**config.mk**
```make
export PLATFORM = sky130hd
export DESIGN_NAME = cmp_fu
export DESIGN_NICKNAME = d
export VERILOG_FILES = /design/src/rtl/cmp_fu.sv
export SDC_FILE = /design/constraint.sdc
export NUM_CORES = 1
export LEC_CHECK = 0
export ABC_CLOCK_PERIOD_IN_PS = 3400
export BUFFER_PORTS_ARGS = -buffer_cell sky130_fd_sc_hd__buf_4
export CORE_ASPECT_RATIO = 0.7
export CORE_MARGIN = 2
export CORE_UTILIZATION = 57
export CTS_CLUSTER_DIAMETER = 50
export DETAILED_ROUTE_END_ITERATION = 16
export GPL_TIMING_DRIVEN = 0
export PLACE_DENSITY_LB_ADDON = 0.2
export SYNTH_ARGS = -nofsm -noshare
export SYNTH_HDL_FRONTEND = slang
export SYNTH_SLANG_ARGS = --single-unit
```
**constraint.sdc**
```tcl
create_clock -name clk -period 3.4 [get_ports clk]
set_input_delay 0.34 -clock clk [delete_from_list [all_inputs] [get_ports clk]]
set_output_delay 0.34 -clock clk [all_outputs]
set_load 0.1 [all_outputs]
```
**src/rtl/cmp_fu.sv**
```systemverilog
// ============================================================================
// Module   : cmp_fu
// Brief    : Two-stage compare/branch functional unit (operand S1, result S2)
//            with CDB hand-off, branch resolution output and tag-based flush.
// Revision : 1.0
// ============================================================================
`default_nettype none

package cmp_fu_pkg;
    localparam int BR_TAG_WIDTH = 4;

    typedef struct packed {
        logic                    sign;
        logic [BR_TAG_WIDTH-1:0] tag;
    } branch_tag_t;
endpackage

module cmp_fu
    import cmp_fu_pkg::*;
#(
    parameter int ROB_WIDTH = 3
) (
    input  logic                   clk,
    input  logic                   rst,
    input  logic                   flush,
    input  branch_tag_t            flush_tag,
    input  logic                   issue,
    input  logic [31:0]            operand1,
    input  logic [31:0]            operand2,
    input  branch_tag_t            br_tag_in,
    input  logic [ROB_WIDTH-1:0]   dest_ROB_in,
    input  logic                   cmp_type_in,
    input  logic [2:0]             cmp_op_in,
    input  logic [31:0]            imm_val_in,
    input  logic [31:0]            pc_val_in,
    output logic                   running,
    output logic                   commit_taken,
    output logic                   cdb_req,
    input  logic                   cdb_grant,
    output logic [ROB_WIDTH+32:0]  cdb_out,
    output logic                   br_resolve_valid,
    output logic                   br_taken,
    output logic [31:0]            br_target,
    output branch_tag_t            br_tag_out
);

    localparam logic [2:0] c_F3_BEQ  = 3'b000;
    localparam logic [2:0] c_F3_BNE  = 3'b001;
    localparam logic [2:0] c_F3_BLT  = 3'b100;
    localparam logic [2:0] c_F3_BGE  = 3'b101;
    localparam logic [2:0] c_F3_BLTU = 3'b110;
    localparam logic [2:0] c_F3_BGEU = 3'b111;

    // Same-sign flush kills descendants (superset of the flush tag bits);
    // opposite-sign flush kills entries whose bits are a subset of it.
    function automatic logic is_killed(input branch_tag_t t, input branch_tag_t f);
        if (t.sign == f.sign)
            return (t.tag & f.tag) == f.tag;
        else
            return (t.tag & f.tag) == t.tag;
    endfunction

    // ---------------- S1 (operand stage) registers ----------------
    logic                  r_s1_valid;
    logic [31:0]           r_s1_op1;
    logic [31:0]           r_s1_op2;
    branch_tag_t           r_s1_tag;
    logic [ROB_WIDTH-1:0]  r_s1_rob;
    logic                  r_s1_type;
    logic [2:0]            r_s1_op;
    logic [31:0]           r_s1_imm;
    logic [31:0]           r_s1_pc;

    // ---------------- S2 (result stage) registers ----------------
    logic                  r_s2_valid;
    logic [ROB_WIDTH-1:0]  r_s2_rob;
    logic [31:0]           r_s2_rd_v;
    logic                  r_s2_taken;
    logic [31:0]           r_s2_target;
    branch_tag_t           r_s2_tag;

    // ---------------- pipeline control ----------------
    logic w_s2_free;
    logic w_s1_free;
    logic w_grant_hit;
    logic w_kill_in;
    logic w_kill_s1;
    logic w_kill_s2;

    assign w_s2_free    = !r_s2_valid || cdb_grant;
    assign w_s1_free    = !r_s1_valid || w_s2_free;
    assign running      = !w_s1_free;
    // Gated by reset so nothing is reported as accepted while held in reset.
    assign commit_taken = issue && w_s1_free && rst;
    assign w_grant_hit  = r_s2_valid && cdb_grant;

    assign w_kill_in = flush && is_killed(br_tag_in, flush_tag);
    assign w_kill_s1 = flush && is_killed(r_s1_tag,  flush_tag);
    assign w_kill_s2 = flush && is_killed(r_s2_tag,  flush_tag);

    // ---------------- result computation from S1 ----------------
    logic [31:0] w_pc_plus4;
    logic [31:0] w_pc_plus_imm;
    logic [31:0] w_jalr_target;
    logic        w_eq;
    logic        w_lt_s;
    logic        w_lt_u;
    logic        w_cond;
    logic        w_taken;
    logic [31:0] w_target;
    logic [31:0] w_rd_v;

    assign w_pc_plus4    = r_s1_pc + 32'd4;
    assign w_pc_plus_imm = r_s1_pc + r_s1_imm;
    assign w_jalr_target = (r_s1_op1 + r_s1_imm) & ~32'h1;
    assign w_eq          = (r_s1_op1 == r_s1_op2);
    assign w_lt_s        = ($signed(r_s1_op1) < $signed(r_s1_op2));
    assign w_lt_u        = (r_s1_op1 < r_s1_op2);

    always_comb begin
        w_cond = 1'b0;
        case (r_s1_op)
            c_F3_BEQ:  w_cond = w_eq;
            c_F3_BNE:  w_cond = !w_eq;
            c_F3_BLT:  w_cond = w_lt_s;
            c_F3_BGE:  w_cond = !w_lt_s;
            c_F3_BLTU: w_cond = w_lt_u;
            c_F3_BGEU: w_cond = !w_lt_u;
            default:   w_cond = 1'b0;
        endcase
    end

    always_comb begin
        w_taken  = 1'b0;
        w_target = w_pc_plus4;
        w_rd_v   = 32'd0;
        if (r_s1_type) begin
            w_taken  = 1'b1;
            w_target = r_s1_op[0] ? w_jalr_target : w_pc_plus_imm;
            w_rd_v   = w_pc_plus4;
        end else begin
            w_taken  = w_cond;
            w_target = w_cond ? w_pc_plus_imm : w_pc_plus4;
        end
    end

    // ---------------- S1 register ----------------
    always_ff @(posedge clk or negedge rst) begin
        if (!rst) begin
            r_s1_valid <= 1'b0;
            r_s1_op1   <= '0;
            r_s1_op2   <= '0;
            r_s1_tag   <= '0;
            r_s1_rob   <= '0;
            r_s1_type  <= 1'b0;
            r_s1_op    <= '0;
            r_s1_imm   <= '0;
            r_s1_pc    <= '0;
        end else if (commit_taken) begin
            r_s1_valid <= !w_kill_in;
            r_s1_op1   <= operand1;
            r_s1_op2   <= operand2;
            r_s1_tag   <= br_tag_in;
            r_s1_rob   <= dest_ROB_in;
            r_s1_type  <= cmp_type_in;
            r_s1_op    <= cmp_op_in;
            r_s1_imm   <= imm_val_in;
            r_s1_pc    <= pc_val_in;
        end else if (w_s1_free) begin
            // Either empty already or its entry moves into S2 this edge.
            r_s1_valid <= 1'b0;
        end else begin
            r_s1_valid <= r_s1_valid && !w_kill_s1;
        end
    end

    // ---------------- S2 register ----------------
    always_ff @(posedge clk or negedge rst) begin
        if (!rst) begin
            r_s2_valid  <= 1'b0;
            r_s2_rob    <= '0;
            r_s2_rd_v   <= '0;
            r_s2_taken  <= 1'b0;
            r_s2_target <= '0;
            r_s2_tag    <= '0;
        end else if (w_s2_free) begin
            r_s2_valid <= r_s1_valid && !w_kill_s1;
            if (r_s1_valid) begin
                r_s2_rob    <= r_s1_rob;
                r_s2_rd_v   <= w_rd_v;
                r_s2_taken  <= w_taken;
                r_s2_target <= w_target;
                r_s2_tag    <= r_s1_tag;
            end
        end else begin
            r_s2_valid <= !w_kill_s2;
        end
    end

    // ---------------- outputs ----------------
    assign cdb_req          = r_s2_valid;
    assign cdb_out          = {r_s2_rob, r_s2_rd_v, w_grant_hit};
    assign br_resolve_valid = w_grant_hit;
    assign br_taken         = r_s2_taken;
    assign br_target        = r_s2_target;
    assign br_tag_out       = r_s2_tag;

endmodule

`default_nettype wire

```
==> summary.txt, run 1 <==
Clock tree
  – Clock buffer depth: 3
  – Sink Count: 215
  – Clock latency on the worst-skew pair: 540 ps
  – Clock tree from TritonCTS: done
  – H-tree depth: 1
  – Total clock buffers created by CTS: 24
  – Clock transition at path regs: 70 ps
  – Root buffer cell: clkbuf_16

Drt
  – DRC: 0
  – Via density: 6.06
  – DR WL/cell: 21.6 um
  – First-pass DRT Iterations: 5
  – Final WL: 43400 um
  – Iteration-0 DRC Markers: 1006
  – Total number of vias: 12191
  – Routed Antenna Nets: 0

Setup path
  – Arr. time, crit path: approximately 3700 ps
  – Required time of the critical path: 3820 ps
  – Critical Path Sink Type: register
  – CP max FO: 6
  – Startpoint type of the worst setup path: register
  – Reg2reg end: br_target[28]$_DFFE_PN0P_
  – R2R Path Start: r_s1_op1[15]$_DFFE_PN0P_
  – CP Class: reg -> reg
  – Flop2flop setup slack: 90 ps
  – R2r worst-path depth: 12

Floorplanning
  – Die area: 24800 sq um
  – Width of the die: 187 um
  – Core Box Area: 22800 sq um
  – Ports: 228
  – Die Span Y: 132 um
  – Rows: 46
  – Initial core utilization: 58.6%

Power
  – Cell Pwr Density: 846 nW/um^2
  – IR Drop Worst-Case VDD: 0.805 mV
  – Static leakage: 7.68 nW

Timing
  – Slew HR: between 10% and 20%
  – Setup TNS: 0 ps
  – Final period utilization: 97.3%
  – Worst Skew: 15.5 ps
  – Fmax: 0.302 GHz
  – Final hold viol count: 0
  – Final min period: 3310 ps
  – Setup-failing EPs final: 0
  – Worst Tran Pin Value: around 1300 ps
  – Final Slew Violations: 0

Cells and area
  – Non-Filler Instances: 2013
  – # fillers: 1683
  – Cell area after layout: between 15000 and 20000 sq um
  – N_diodes: 0
  – Layout area overhead: 24.4%
  – Layout cell share with drive strength beyond 1: 24.5%
  – Footprint of the multi-input gates: 7650 sq um
  – Reg area: 5380 sq um
  – Layout Nets: 1929

GRT
  – First-pass GRT wire length: approximately 67000 um
  – Antenna violations before repair: 2
  – Gr ovfl total: 0
  – GRT Overall Usage: between 30% and 40%
  – Largest net degree at the start of global routing: 85
  – Vias in the first global route: 11921

Synth
  – Flop and latch count out of synthesis: 215
  – Seq/Total Area, Yosys: 40.1%
  – Top cell type's share of synthesized area: 40.1%
  – Synthesized area per cell: 9.44 sq um
  – Netlist Area Pre-Place: 13400 sq um
  – Synthesized Nets: 1665
  – Share of flip-flops with an asynchronous set or reset: 100%
  – Synth warnings: 0
  – Count leader, synth: dfrtp_1
  – Distinct cell type count after synthesis: just under 70
  – Main flop type after synthesis: dfrtp_1
  – Post-synth top cells: dfrtp_1, nand2_1, o21ai_0
  – Yosys top cell by area: dfrtp_1
  – EDFF count, synth: 0
  – Post-Synthesis Cells: between 1000 and 1500
  – Top cells by area, synth: dfrtp_1, mux2_2, ha_1, nand2_1, o21ai_0

Place
  – Detailed Place HPWL: 32900 um
  – RD Place Congestion: 0.922
  – Area after DPL: 15600 sq um
  – Dpl cells: 1960
  – Port buffer count: around 230

Worst hold path
  – Min-Delay Startpoint: operand2[3]
  – Min-Delay Endpoint: r_s1_op2[3]$_DFFE_PN0P_
  – Worst Hold Class: in -> reg
  – Hold Path Cell Cnt: 3

Run
  – Max-cap violations: 0

Status
  – Status: finished clean
## worst max path at each step
| stage | start | end | slack [ps] | cells after the start |
|---|---|---|---|---|
| finish | r_s1_op1[15]$_DFFE_PN0P_ | br_target[28]$_DFFE_PN0P_ | 90 | 12 |
| global route | r_s1_op1[15]$_DFFE_PN0P_ | br_target[28]$_DFFE_PN0P_ | -90 | 12 |
| CTS | r_s1_imm[7]$_DFFE_PN0P_ | br_target[29]$_DFFE_PN0P_ | 7 | 11 |
| detailed placement | r_s1_imm[0]$_DFFE_PN0P_ | br_target[30]$_DFFE_PN0P_ | -490 | 13 |
| global placement | rst | r_s1_pc[1]$_DFFE_PN0P_ | -1500 | 7 |
| floorplan | cdb_req$_DFF_PN0_ | r_s1_op1[0]$_DFFE_PN0P_ | 130 | 6 |
## where the power goes
group,internal [mW],switching [mW]
clock,1.73,1.12
combinational,2.36,5.18
sequential,3.15,0.570
total,7.24,6.87
## per-stage QoR
step	total power, mW	utilization, %	hold WS (ps)	worst slack [ps]
2_1_floorplan	9.10	-	44.4	131
6_report	14.1	73.0	1.43	91.5
3_3_place_gp	10.9	67.8	441	-1500
4_1_cts	13.9	72.1	1.66	7.14
3_5_place_dp	11.0	68.1	276	-487
5_1_grt	14.7	73.0	22.3	-93.0
## what timing repair did
action	in CTS	in global routing
hold buffers	1	0
resized for setup	10	23
hold endpoints to repair	50	0
cloned	0	0
endpoints found under the setup margin	19	26
pin swaps	2	8
buffers inserted	1	8
## critical path, cell delays in order, from the launching register on
cell and delay, ps:
dfrtp_1 440, ha_1 360, nand4_1 260, nor3_4 280
a21boi_1 330, o31ai_4 120, and3_1 180, o21a_1 200
buf_6 150, and2_4 190, nor4_2 270, a21oi_1 70
o32a_1 330
## state kept, by name, summed over array words and instances, names as in the netlist, 3 cells and up
name / count
r_s1_pc: 32
r_s1_imm: 32
br_target: 32
r_s2_rd_v: 32
r_s2_rob: 3
br_tag_out: 5
r_s1_op2: 32
r_s1_op1: 32
r_s1_op: 3
r_s1_rob: 3
r_s1_tag: 5
## kinds of logic after synthesis
| group | Yosys count | synth area share, % |
|---|---|---|
| DFF | 215 | 40.1 |
| xor gates and xnor gates | 89 | 5.82 |
| buffers and inverters | 135 | 3.91 |
| AOI/OAI and AO/OA | 377 | 17.6 |
| adders and majority gates | 96 | 9.08 |
| and+or+nand+nor | 374 | 12.5 |
| muxes | 133 | 10.9 |
## metal layers
metal  part of all wire (%)  GRT usage [%]  up-vias  routed length [um]
met5                   0.16              0        -                  69
met4                    2.8           10.2        4                1220
met3                    9.9           8.62       84                4280
met2                     42           51.4      620               18200
met1                     45           50.9     5865               19600
li1                       -              -     5618                   -
## area by class of cell
type	count	share of cell area [%]
clock inverters	9	0.796
repair buffers	239	11.1
inverters	69	1.55
multi-input cells	1069	45.9
flip-flops and latches	215	32.3
well taps	312	2.34
clock buffers	35	4.40
plain buffers	65	1.66
## cell usage in the layout (no fill, tap or decap), drive strengths merged, types with 4 or more instances in the layout
master / instances
a21o: 26
o41ai: 5
nor2: 72
o2111ai: 4
and2: 12
o21a: 9
mux2i: 28
o22ai: 13
o21bai: 11
a31oi: 14
nand2: 184
nand2b: 10
dfrtp: 215
mux2: 105
clkbuf: 92
buf: 246
nand3: 27
nor3: 15
o31ai: 11
o21ai: 133
and3: 11
a21oi: 78
nand4: 19
xnor2: 45
inv: 70
o221ai: 5
o22a: 6
a221oi: 4
nor2b: 10
a22o: 7
ha: 94
xor2: 44
a221o: 6
o211ai: 13
a211oi: 9
(Power assumes the default switching activity.)
==> run 2: changes to the inputs <==
--- a/config.mk
+++ b/config.mk
@@ -14,6 +14,7 @@
 export DETAILED_ROUTE_END_ITERATION = 16
 export GPL_TIMING_DRIVEN = 0
 export PLACE_DENSITY_LB_ADDON = 0.2
+export RECOVER_POWER = 50
 export SYNTH_ARGS = -nofsm -noshare
 export SYNTH_HDL_FRONTEND = slang
 export SYNTH_SLANG_ARGS = --single-unit
==> run 2 against run 1 <==
Effect of this change: the flow now finishes with violations (capacitance limit, slew limit); global-route usage stayed put; clock-buffer cell count is the same; critical path type unchanged; routed wire length up 0.18%; critical path depth unchanged; utilization fell by 1.3 points; register-to-register slack about the same; total power decreased by 2.1%.
==> summary.txt, run 2 (synthesis results as in run 1) <==
Place
  – Detailed Place HPWL: 32900 um (unchanged)
  – Port buffer count: 227 (unchanged)
  – RD Place Congestion: 0.922 (unchanged)
  – Worst slack, placed: -487 ps (unchanged)

Timing
  – Worst Tran Pin Value: 2230 ps (+894 ps)
  – Worst Skew: 12.2 ps (-3.35 ps)
  – Final period utilization: 97.5% (+0.18 points)
  – Slew HR: -48.5% (-59 points)
  – Final WS setup: 85.5 ps (-6.04 ps)
  – Final min period: 3310 ps (+6.04 ps)
  – Final Slew Violations: 84 (+84)
  – Setup-failing EPs final: 0 (unchanged)
  – Final hold viol count: 0 (unchanged)
  – Fmax: 0.302 GHz (-0.18%)
  – Setup TNS: 0 ps (unchanged)

Status
  – Failing checks: capacitance limit, slew limit
  – Status: complete, but fails checks

Floorplanning
  – Die Span Y: 132 um (unchanged)
  – Initial core utilization: 58.6% (unchanged)
  – Die area: 24800 sq um (unchanged)
  – Ports: 228 (unchanged)
  – Core Box Area: 22800 sq um (unchanged)
  – Width of the die: 187 um (unchanged)
  – Rows: 46 (unchanged)

Setup path
  – CP max FO: 6 (unchanged)
  – Critical Path Sink Type: register
  – Startpoint type of the worst setup path: register
  – Required time of the critical path: 3820 ps (about the same)
  – CP Class: reg -> reg
  – Arr. time, crit path: 3730 ps (about the same)

Power
  – Net switching power: 6.86 mW (about the same)
  – Sw Share: 49.7% (+1.0 points)
  – Int Pwr: 6.95 mW (-4.0%)
  – Register share of total power: 26.9% (+0.5 points)
  – Cell Pwr Density: 844 nW/um^2 (-0.27%)
  – Combinational share of power: 52.5% (-1.0 points)
  – IR Drop Worst-Case VDD: 0.769 mV (-4.5%)
  – Clock network power share: 20.5% (+0.3 points)
  – Static leakage: 7.39 nW (-3.8%)

Drt
  – Final WL: 43500 um (+0.18%)
  – Total number of vias: 12274 (+0.68%)
  – Via density: 6.10 (+0.68%)
  – DRC: 0 (unchanged)
  – Iteration-0 DRC Markers: 1239 (+23%)
  – DR WL/cell: 21.6 um (+0.18%)
  – Routed Antenna Nets: 0 (unchanged)
  – First-pass DRT Iterations: 5 (unchanged)

GRT
  – Largest net degree at the start of global routing: 85 (unchanged)
  – GRT Overall Usage: 34.9% (unchanged)
  – First-pass GRT wire length: 67200 um (unchanged)
  – Vias in the first global route: 11921 (unchanged)
  – Gr ovfl total: 0 (unchanged)
  – Antenna violations before repair: 2 (unchanged)

Clock tree
  – Total clock buffers created by CTS: 24 (unchanged)
  – Sink Count: 215 (unchanged)
  – H-tree depth: 1 (unchanged)
  – Clock buffer depth: 3 (unchanged)
  – Root buffer cell: clkbuf_16
  – Clock latency on the worst-skew pair: 530 ps (about the same)
  – Clock tree from TritonCTS: done
  – Clock transition at path regs: 70 ps (about the same)

Run
  – Max-cap violations: 1 (+1)

Cells and area
  – Most common cell after layout, fill and taps aside: dfrtp_1
  – Layout Nets: 1929 (unchanged)
  – Layout cell share with drive strength beyond 1: 20.2% (-4.4 points)
  – Commonest non-fill, non-tap cells in the layout: dfrtp_1, nand2_1, buf_4, o21ai_0, clkbuf_1
  – # fillers: 1779 (+5.7%)
  – N_diodes: 0 (unchanged)
  – Layout area overhead: 22.2%

Worst hold path
  – Worst Hold Class: in -> reg
## run 2: changes by cell type in the layout (fill, tap and decap cells not counted)
cell,delta
clkbuf_1,+74
clkbuf_2,+1
buf_4,-74
buf_16,-1
## run 2: power by group through the flow
| stage | Clock, mW | Combinational, mW | Sequential [mW] |
|---|---|---|---|
| after floorplan | 0 | 3.21 | 5.88 |
| final | 2.84 | 7.26 | 3.72 |
| after global placement | 0 | 7.16 | 3.72 |
| after global routing | 2.96 | 7.71 | 3.77 |
| after detailed placement | 0 | 7.26 | 3.73 |
| after CTS | 2.85 | 7.34 | 3.70 |
## run 2: cell type report
cell class | instances | area, sq um | area share [%]
repair buffers | 239 | 1540 | 9.43
plain buffers | 65 | 277 | 1.69
clock inverters | 9 | 133 | 0.810
multi-input cells | 1069 | 7650 | 46.8
well taps | 312 | 390 | 2.38
inverters | 69 | 259 | 1.58
clock buffers | 35 | 733 | 4.48
flip-flops and latches | 215 | 5380 | 32.9
## run 2: per-layer routing
layer	vias up	wire length, um	track usage [%]
li1	5635	-	-
met1	5905	19800	50.9
met2	642	18200	51.4
met3	88	4250	8.62
met4	4	1240	10.2
met5	-	29	0
## run 2: repair_timing
item | 4_1_cts | 5_1_grt
setup buffers | 1 | 8
hold buffers | 1 | 0
pin swaps | 2 | 8
hold endpoints to repair | 50 | 0
resized for setup | 10 | 23
setup endpoints to repair | 19 | 26
## run 2: critical path, cell delays in order, from the launching register on
cell	delay, ps
dfrtp_1	440
ha_1	360
nand4_1	270
nor3_4	280
a21boi_1	330
o31ai_4	120
and3_1	180
o21a_1	200
buf_6	150
and2_4	190
nor4_2	270
a21oi_1	70
o32a_1	330
## run 2: final timing paths
check / cells after the start / endpoint / slack (ps) / start
setup / recovery: 12 / br_target[28]$_DFFE_PN0P_ / 90 / r_s1_op1[15]$_DFFE_PN0P_
hold / removal: 3 / r_s1_op2[3]$_DFFE_PN0P_ / 8 / operand2[3]
setup reg to reg: 12 / br_target[28]$_DFFE_PN0P_ / 90 / r_s1_op1[15]$_DFFE_PN0P_
hold reg to reg: 2 / r_s2_rd_v[0]$_DFFE_PN0P_ / 470 / r_s2_rd_v[0]$_DFFE_PN0P_
max in group asynchronous: 3 / r_s1_pc[13]$_DFFE_PN0P_ / 570 / rst
min in group asynchronous: 2 / r_s1_rob[2]$_DFFE_PN0P_ / 300 / rst
## run 2: metrics by stage
step                      hold WS, ps  area [sq um]  power (mW)  cells  utilization, %
after floorplan                  44.4         13400        9.10   1419               -
after global placement            441         15500        10.9   1958            67.8
final                            7.52         16400        13.8   2013            71.6
after detailed placement          276         15600        11.0   1960            68.1
after CTS                        1.66         16500        13.9   2006            72.1
after global routing             22.3         16400        14.4   2013            71.6
